<file path="config.mk">
export PLATFORM = sky130hd
export DESIGN_NAME = spi_shifter
export DESIGN_NICKNAME = d
export VERILOG_FILES = /design/src/rtl/spi_shifter.sv
export SDC_FILE = /design/constraint.sdc
export NUM_CORES = 1
export LEC_CHECK = 0
export ABC_AREA = 0
export BUFFER_PORTS_ARGS = -buffer_cell sky130_fd_sc_hd__buf_2
export CORE_MARGIN = 8
export CORE_UTILIZATION = 40
export DETAILED_ROUTE_END_ITERATION = 7
export GPL_TIMING_DRIVEN = 0
export SYNTH_ARGS = -nofsm -noshare
export SYNTH_HDL_FRONTEND = slang
export SYNTH_SLANG_ARGS = --single-unit
export TNS_END_PERCENT = 30
</file>
<file path="constraint.sdc">
create_clock -name clk -period 4.91 [get_ports clk]
set_clock_uncertainty 0.05 [all_clocks]
set_input_delay 0.7365 -clock clk [delete_from_list [all_inputs] [get_ports clk]]
set_output_delay 0.7365 -clock clk [all_outputs]
set_load 0.05 [all_outputs]
</file>
<file path="src/rtl/spi_shifter.sv">
// SPI mode-0 slave byte shifter: MOSI bytes in with a valid pulse, buffered bytes out on MISO.
// Define SPI_SHIFTER_SYNC_EN for 2-flop input synchronisers (default: single input register).
module spi_shifter #(
  parameter int unsigned   DW   = 8,
  parameter logic [DW-1:0] FILL = '0
) (
  input  logic          clk,
  input  logic          rst,
  input  logic          sck,
  input  logic          ssn,
  input  logic          mosi,
  output logic          miso,
  output logic [DW-1:0] rx_dat,
  output logic          rx_vld,
  input  logic [DW-1:0] tx_dat,
  input  logic          tx_vld,
  output logic          tx_rdy,
  output logic          tx_overrun,
  output logic          busy,
  output logic          start,
  output logic          tx_byte_done
);

  localparam int unsigned   CW       = (DW > 1) ? $clog2(DW) : 1;
  localparam logic [CW-1:0] CntLast  = CW'(DW - 1);
  // Pin vector order is {sck, ssn, mosi}; idle is sck=0, ssn=1, mosi=0.
  localparam logic [2:0]    PinIdle  = 3'b010;

  logic [2:0] pins_s;
  logic [2:0] pins_q;

`ifdef SPI_SHIFTER_SYNC_EN
  logic [2:0] meta_q;
  logic [2:0] sync_q;

  always_ff @(posedge clk or negedge rst) begin
    if (!rst) begin
      meta_q <= PinIdle;
      sync_q <= PinIdle;
    end else begin
      meta_q <= {sck, ssn, mosi};
      sync_q <= meta_q;
    end
  end
`else
  logic [2:0] sync_q;

  always_ff @(posedge clk or negedge rst) begin
    if (!rst) begin
      sync_q <= PinIdle;
    end else begin
      sync_q <= {sck, ssn, mosi};
    end
  end
`endif

  assign pins_s = sync_q;

  always_ff @(posedge clk or negedge rst) begin
    if (!rst) begin
      pins_q <= PinIdle;
    end else begin
      pins_q <= pins_s;
    end
  end

  logic sck_s, ssn_s, mosi_s;
  logic sck_rise, sck_fall, ssn_fall;

  assign sck_s    = pins_s[2];
  assign ssn_s    = pins_s[1];
  assign mosi_s   = pins_s[0];
  assign sck_rise = sck_s & ~pins_q[2];
  assign sck_fall = ~sck_s & pins_q[2];
  assign ssn_fall = ~ssn_s & pins_q[1];

  logic [CW-1:0] cnt_q, cnt_d;
  logic [DW-1:0] rx_sh_q, rx_sh_d;
  logic [DW-1:0] rx_dat_q, rx_dat_d;
  logic          rx_vld_q, rx_vld_d;
  logic          done_q, done_d;
  logic [DW-1:0] tx_sh_q, tx_sh_d;
  logic          from_buf_q, from_buf_d;
  logic [DW-1:0] buf_q, buf_d;
  logic          full_q, full_d;
  logic          ovr_q, ovr_d;
  logic          start_q;
  logic          load, take;

  always_comb begin
    cnt_d      = cnt_q;
    rx_sh_d    = rx_sh_q;
    rx_dat_d   = rx_dat_q;
    rx_vld_d   = 1'b0;
    done_d     = 1'b0;
    tx_sh_d    = tx_sh_q;
    from_buf_d = from_buf_q;
    buf_d      = buf_q;
    full_d     = full_q;
    ovr_d      = 1'b0;
    load       = 1'b0;
    take       = 1'b0;

    if (ssn_s) begin
      cnt_d   = '0;
      rx_sh_d = '0;
    end else if (ssn_fall) begin
      cnt_d   = '0;
      rx_sh_d = '0;
      load    = 1'b1;
    end else if (sck_rise) begin
      rx_sh_d = {rx_sh_q[DW-2:0], mosi_s};
      if (cnt_q == CntLast) begin
        cnt_d    = '0;
        rx_dat_d = rx_sh_d;
        rx_vld_d = 1'b1;
        done_d   = from_buf_q;
      end else begin
        cnt_d = cnt_q + CW'(1);
      end
    end else if (sck_fall) begin
      if (cnt_q != '0) begin
        tx_sh_d = {tx_sh_q[DW-2:0], 1'b0};
      end else begin
        load = 1'b1;
      end
    end

    if (load) begin
      from_buf_d = full_q;
      tx_sh_d    = full_q ? buf_q : FILL;
    end
    take = load & full_q;

    // A load in the same cycle frees the slot, so a concurrent write is kept.
    if (tx_vld) begin
      if (!full_q || take) begin
        buf_d  = tx_dat;
        full_d = 1'b1;
      end else begin
        ovr_d = 1'b1;
      end
    end else if (take) begin
      full_d = 1'b0;
    end
  end

  always_ff @(posedge clk or negedge rst) begin
    if (!rst) begin
      cnt_q      <= '0;
      rx_sh_q    <= '0;
      rx_dat_q   <= '0;
      rx_vld_q   <= 1'b0;
      done_q     <= 1'b0;
      tx_sh_q    <= FILL;
      from_buf_q <= 1'b0;
      buf_q      <= '0;
      full_q     <= 1'b0;
      ovr_q      <= 1'b0;
      start_q    <= 1'b0;
    end else begin
      cnt_q      <= cnt_d;
      rx_sh_q    <= rx_sh_d;
      rx_dat_q   <= rx_dat_d;
      rx_vld_q   <= rx_vld_d;
      done_q     <= done_d;
      tx_sh_q    <= tx_sh_d;
      from_buf_q <= from_buf_d;
      buf_q      <= buf_d;
      full_q     <= full_d;
      ovr_q      <= ovr_d;
      start_q    <= ssn_fall;
    end
  end

  assign miso         = tx_sh_q[DW-1];
  assign rx_dat       = rx_dat_q;
  assign rx_vld       = rx_vld_q;
  assign tx_rdy       = ~full_q;
  assign tx_overrun   = ovr_q;
  assign busy         = ~ssn_s;
  assign start        = start_q;
  assign tx_byte_done = done_q;

endmodule

</file>
==> impl_metrics.csv, run 1 <==
group,metric,value,unit
sta,finalSetupTns,0,ns
hold_path,hp-class,"reg2reg",
synthesis,ys.warnings.count,0,
synthesis,synth_area_leaders,"dfrtp_1, mux2_2, a22o_1",
run_status,status,"complete, no violations",
placement,dp_hpwl,2.34,mm
routing,drtIter0Drc,48,
synthesis,synth.avg_cell_area,13.6,sq um
clocking,clock-sinks,45,
sta,setup_slack,2.86,ns
hold_path,min_from,"pins_s[1]",
routing,drc,0,
floorplanning,die-area,6950,sq um
clocking,cts_tree,"done",
setup_path,worst_setup_path_end_kind,"primary output",
sta,fin_crit_sh,41.8,%
floorplanning,start_util,41.7,%
clocking,clock_tree.root_cell,"clkbuf_8",
routing,highest_layer,"met4",
setup_path,required,4.12,ns
synthesis,seq_area_frac_synth,62.1,%
layout,utilization,48.5,%
layout,area_growth_syn_to_layout,16.3,%
setup_path,worstReg2RegStart,"cnt_q[0]",
power,ir_drop,0.000171,V
setup_path,cp_slowest_cell,"dfrtp_1",
synthesis,synth-main-ff-cell,"dfrtp_1",
sta,slew_headroom,36.6,%
routing,viasPerCell,4.93,
layout,diodes,0,
layout,fin_nets,186,
sta,rsz0062_at_grt,"no",
floorplanning,core_area,4350,sq um
clocking,cts_buffer_depth,2,
placement,port_buffers,28,
power,p_per_area,353,nW/um^2
placement,gp_congestion,0.708,
sta,final_max_slew_viol_count,0,
synthesis,synth_top_area_cell,"dfrtp_1",
sta,finalSetupViolCount,0,
sta,worstMarginPinSlew,0.950,ns
floorplanning,die_h,83.4,um
synthesis,ys_ff_latch,45,
placement,dp.cells,214,
global_route,antenna_found_initial,0,
sta,fmax,488,MHz
run,maxCapViolCount,0,
sta,hold_viol,0,
power,p_leak,0.00111,uW
floorplanning,io_pins,29,
routing,wirelength,3.21,mm
layout,fin_cells,222,
placement,place_ws,3.10,ns
global_route,grt_pass1_vias,1138,
layout,final_layout_size_suffix_gt1_share,36.5,%
synthesis,synth_top_area_share,59.2,%
synthesis,mappedNetlistNets,151,
setup_path,path_class,"reg2out",
setup_path,path_delay_family,"buffers and inverters",
sta,period_needed,2.05,ns
setup_path,arrival,1.26,ns
synthesis,syn_area,1820,sq um
global_route,grtUsageTotal,9.73,%
setup_path,critical_path.cell_chain,"clkbuf_1, inv_1, buf_2",
setup_path,startpoint,"full_q",
global_route,grt-ovfl-total,0,
synthesis,synthCells,134,
routing,ant_nets,0,
clocking,cts_hold_buf,0,
setup_path,crit_fanout,10,
clocking,cts_buffers,5,
synthesis,async_flop_share,100,%
synthesis,synth_edf_count,0,
clocking,cts_resized,0,
synthesis,synth.most_common_cell,"dfrtp_1",
clocking,worstSkewPairLatency,0.29,ns
clocking,htree_levels,2,
routing,wl_met2,1.38,mm
setup_path,critPathMaxStageDelay,0.39,ns
setup_path,worst-path-buf-inv,3,
global_route,grt_pass1_wl,5.53,mm
clocking,post_cts_buffers,0,
clocking,cts.clk_slew.worst_paths,0.07,ns
routing,wl_met1,1.59,mm
routing,drtPass1Iterations,4,
synthesis,synth.distinct_cells,27,
global_route,grt_max_degree,46,
floorplanning,die_w,83.4,um
setup_path,startpoint_type,"register",
synthesis,synth_common_cells,"dfrtp_1, mux2_2, nand2_1",
routing,vias,1094,
routing,wl_met3,193,um
routing,routedWlPerCell,14.5,um
floorplanning,rows,24,
-- per-layer routing --
layer  track usage, %  up-vias
met3             4.20        6
li1                 -      534
met2             14.5       23
met5                0        -
met1             11.9      531
met4             4.15        0
-- registers in the layout (all words and copies together) (netlist names) --
| name | cells |
|---|---|
| buf_q | 8 |
| cnt_q | 3 |
| from_buf_q | 1 |
| full_q | 1 |
| pins_q | 2 |
| pins_s | 3 |
| rx_dat | 8 |
| rx_sh_q | 7 |
| rx_vld | 1 |
| start | 1 |
| tx_byte_done | 1 |
| tx_overrun | 1 |
| tx_sh_q | 8 |
-- power by group --
part | leakage (uW) | internal [uW] | total [uW] | switching [uW]
Combinational | 0.000483 | 40.1 | 92.0 | 51.9
Clock | 0.0000455 | 115 | 229 | 115
Sequential | 0.000578 | 404 | 424 | 19.8
Total | 0.00111 | 559 | 746 | 186
-- final timing paths --
| path | slack (ns) | end | cells past startpoint |
|---|---|---|---|
| max in group asynchronous | 3.69 | tx_sh_q[4] | 1 |
| worst max-delay path | 2.86 | tx_rdy | 3 |
| worst min register to register | 0.38 | pins_q[1] | 0 |
| worst min-delay path | 0.38 | pins_q[1] | 0 |
| min in group asynchronous | 0.54 | rx_dat[4] | 1 |
| worst max register to register | 3.10 | buf_q[7] | 6 |
-- cells in the final DEF (no fill, tap or decap) --
| cell type | netlist | layout |
|---|---|---|
| a21o_1 | 1 | 1 |
| a21oi_4 | 1 | 1 |
| a22o_1 | 10 | 10 |
| and2_1 | 7 | 7 |
| and2b_1 | 1 | 1 |
| and3_1 | 1 | 1 |
| and4bb_2 | 1 | 1 |
| buf_2 | 2 | 30 |
| buf_6 | 1 | 1 |
| clkbuf_1 | 1 | 3 |
| clkbuf_8 | 0 | 6 |
| dfrtp_1 | 43 | 43 |
| dfstp_2 | 2 | 2 |
| ha_1 | 3 | 3 |
| inv_1 | 7 | 7 |
| mux2_2 | 16 | 16 |
| mux2i_1 | 7 | 7 |
| nand2_1 | 11 | 11 |
| nand2_2 | 1 | 1 |
| nand3_1 | 1 | 1 |
| nor2_1 | 2 | 2 |
| nor2b_1 | 1 | 1 |
| nor2b_4 | 1 | 1 |
| nor3_2 | 1 | 1 |
| nor3b_4 | 1 | 1 |
| o21ai_0 | 9 | 9 |
| o21ai_1 | 1 | 1 |
| o21ai_2 | 1 | 1 |
-- area by class of cell --
type | count | area (sq um)
multi-input combinational | 78 | 637
timing repair buffer | 28 | 140
inverter | 7 | 26.3
buffer | 4 | 25.0
tap | 52 | 65.1
fill | 395 | 2240
sequential | 45 | 1130
clock buffer | 8 | 90.1
-- per-stage QoR --
stage	instance area, sq um	hold WS, ns	power [uW]
6_report	2110	0.378	746
3_5_place_dp	2020	0.367	525
5_1_grt	2110	0.382	785
3_3_place_gp	2020	0.357	519
2_1_floorplan	1820	0.332	492
4_1_cts	2110	0.381	756
-- kinds of logic after synthesis --
kind of cell / after synthesis / share of synthesized area (%)
buffers and inverters: 11 / 2.82
adder cells (fa/ha/maj): 3 / 2.07
multiplexers: 23 / 13.8
flip-flops: 45 / 62.1
AO/OA/AOI/OAI: 23 / 9.37
AND/OR/NAND/NOR: 29 / 9.85
(Power assumes the default switching activity.)
==> run 2, diff against run 1 <==
==> constraint.sdc (replaced) <==
create_clock -name clk -period 1.7 [get_ports clk]
set_clock_uncertainty 0.05 [all_clocks]
set_input_delay 0.255 -clock clk [delete_from_list [all_inputs] [get_ports clk]]
set_output_delay 0.255 -clock clk [all_outputs]
set_load 0.05 [all_outputs]
==> run 2 against run 1 <==
Net effect: combinational power grew to 3.3 times the previous value; total power increased to 2.9 times the previous value; wire length increased by 3.8%; highest routed layer unchanged; register-to-register slack lost 3.2 ns; critical path type is now reg2reg; sequential power rose to 2.9 times the previous value; die area did not move; critical path depth increased by 4; via count up 3.1%; worst hold slack got worse by 0.35 ns; sequential share of layout area fell by 2.8 points; the flow now finishes with violations (setup timing); first-iteration DRC count grew 67%.
==> impl_metrics.csv, run 2 (synthesized netlist as in run 1, its figures left out) <==
group,metric,value,unit
setup_path,crit_path_end,"buf_q[1]",
routing,drtPass1Iterations,4,
clocking,clock_tree.root_cell,"clkbuf_8",
run_status,status,"complete, but fails checks",
setup_path,required,1.83,ns
floorplanning,start_util,41.7,%
placement,dp.cells,214,
power,power.internal,1600,uW
setup_path,reg2reg_to,"buf_q[1]",
power,pwr-share-clk,30.0,%
setup_path,startpoint,"cnt_q[1]",
global_route,grt_max_degree,46,
power,power_frac_comb,13.8,%
floorplanning,die-area,6950,sq um
routing,vias,1128,
floorplanning,core_area,4350,sq um
run,maxCapViolCount,0,
run_status,violations,"setup timing",
sta,fin_crit_sh,104,%
sta,hold_viol,0,
layout,fin_nets,194,
clocking,htree_levels,2,
floorplanning,io_pins,29,
power,p_leak,0.00117,uW
setup_path,reg2regPathDepth,7,
floorplanning,die_w,83.4,um
power,p_per_area,979,nW/um^2
global_route,antenna_found_initial,0,
global_route,grtUsageTotal,10.1,%
setup_path,worstReg2RegStart,"cnt_q[1]",
sta,finalSetupViolCount,8,
setup_path,startpoint_type,"register",
setup_path,reg2reg_slack,-0.07,ns
layout,fill_cells,368,
sta,final_max_slew_viol_count,0,
power,seqPwrFrac,56.2,%
sta,slew_headroom,35.4,%
clocking,worstSkewPairLatency,0.29,ns
routing,drtIter0Drc,80,
sta,fmax,565,MHz
hold_path,whs_path_depth,1,
hold_path,hp-class,"in2reg",
layout,area_growth_syn_to_layout,22.6,%
routing,drc,0,
setup_path,crit_fanout,8,
layout,layout_commonest_cell,"dfrtp_1",
layout,fin_cells,230,
sta,setup_slack,-0.0710,ns
clocking,clock-sinks,45,
routing,wirelength,3.33,mm
power,p_switching,576,uW
power,p_total,2180,uW
global_route,grt-ovfl-total,0,
routing,viasPerCell,4.90,
layout,final-seq-area,1130,sq um
layout,multi_input_area,671,sq um
power,p_sw_share,26.4,%
clocking,cts_tree,"done",
global_route,grt_pass1_wl,5.85,mm
power,ir_drop,0.000412,V
setup_path,worst_setup_path_end_kind,"register",
clocking,cts.clk_slew.worst_paths,0.09,ns
sta,rsz0062_at_grt,"yes",
setup_path,path_class,"reg2reg",
sta,worstMarginPinSlew,0.970,ns
floorplanning,die_h,83.4,um
routing,ant_nets,0,
placement,dp_hpwl,2.31,mm
sta,period_needed,1.77,ns
layout,final_layout_size_suffix_gt1_share,41.6,%
clocking,cts_buffer_depth,2,
global_route,grt_pass1_vias,1220,
routing,routedWlPerCell,14.5,um
placement,gp_congestion,0.736,
setup_path,arrival,1.90,ns
floorplanning,rows,24,
layout,diodes,0,
placement,port_buffers,28,
clocking,cts_buffers,5,
layout,mostFrequentLayoutCells,"dfrtp_1, buf_2, mux2_2, nand2_1, a22o_1",
## run 2: worst min-delay path by stage
stage / start / end / slack (ns)
after floorplan: rst / buf_q[0] / -0.09
after global placement: mosi / pins_s[0] / 0.31
after detailed placement: mosi / pins_s[0] / 0.31
after CTS: ssn / pins_s[1] / 0.0003
after global routing: sck / pins_s[2] / 0.01
final: sck / pins_s[2] / 0.03
## run 2: final cells by class
cell class | instances | share of cell area, %
Buffer | 4 | 1.12
Clock buffer | 5 | 3.09
Clock inverter | 3 | 0.955
Inverter | 7 | 1.35
Multi-Input combinational cell | 78 | 30.1
Sequential cell | 45 | 50.7
Tap cell | 52 | 2.92
Timing Repair Buffer | 36 | 9.78
## run 2: stage by stage
step	setup TNS, ns	setup slack, ns	utilization (%)	hold slack [ns]	cell area, sq um
6_report	-0.422	-0.0710	51.1	0.0264	2230
3_3_place_gp	-0.622	-0.0800	46.5	0.313	2030
2_1_floorplan	0	0.0254	-	-0.0906	1820
3_5_place_dp	-0.697	-0.0928	46.5	0.315	2030
5_1_grt	-0.864	-0.121	51.1	0.0117	2230
4_1_cts	-0.0457	-0.0111	49.9	0.000253	2170
## run 2: per-layer routing
layer  up-vias  routed length, um  track usage [%]
met1       558               1550             12.6
met3         2                191             4.49
li1        547                  -                -
met2        21               1570             15.4
met5         -                  0                0
met4         0                 17             2.88
## run 2: critical path, stage by stage (launching register included)
cell and delay (ns):
dfrtp_1 0.40, inv_1 0.06, ha_2 0.17, and4bb_2 0.25, o21ai_4 0.07, a21oi_4 0.18
buf_12 0.14, mux2_2 0.33
## run 2: power by group through the flow
stage	registers [uW]	clock network, uW	logic [uW]
2_1_floorplan	1260	0	165
3_3_place_gp	1240	0	261
3_5_place_dp	1250	0	270
4_1_cts	1220	675	291
5_1_grt	1240	726	337
6_report	1220	654	302
## run 2: timing repair
| item | CTS | global route |
|---|---|---|
| hold buffers | 0 | 2 |
| hold endpoints to repair | 0 | 2 |
| pin swaps | 2 | 3 |
| setup endpoints to repair | 8 | 26 |
| cloned | 0 | 0 |
| buffers inserted | 4 | 2 |
| gates resized for setup | 3 | 6 |
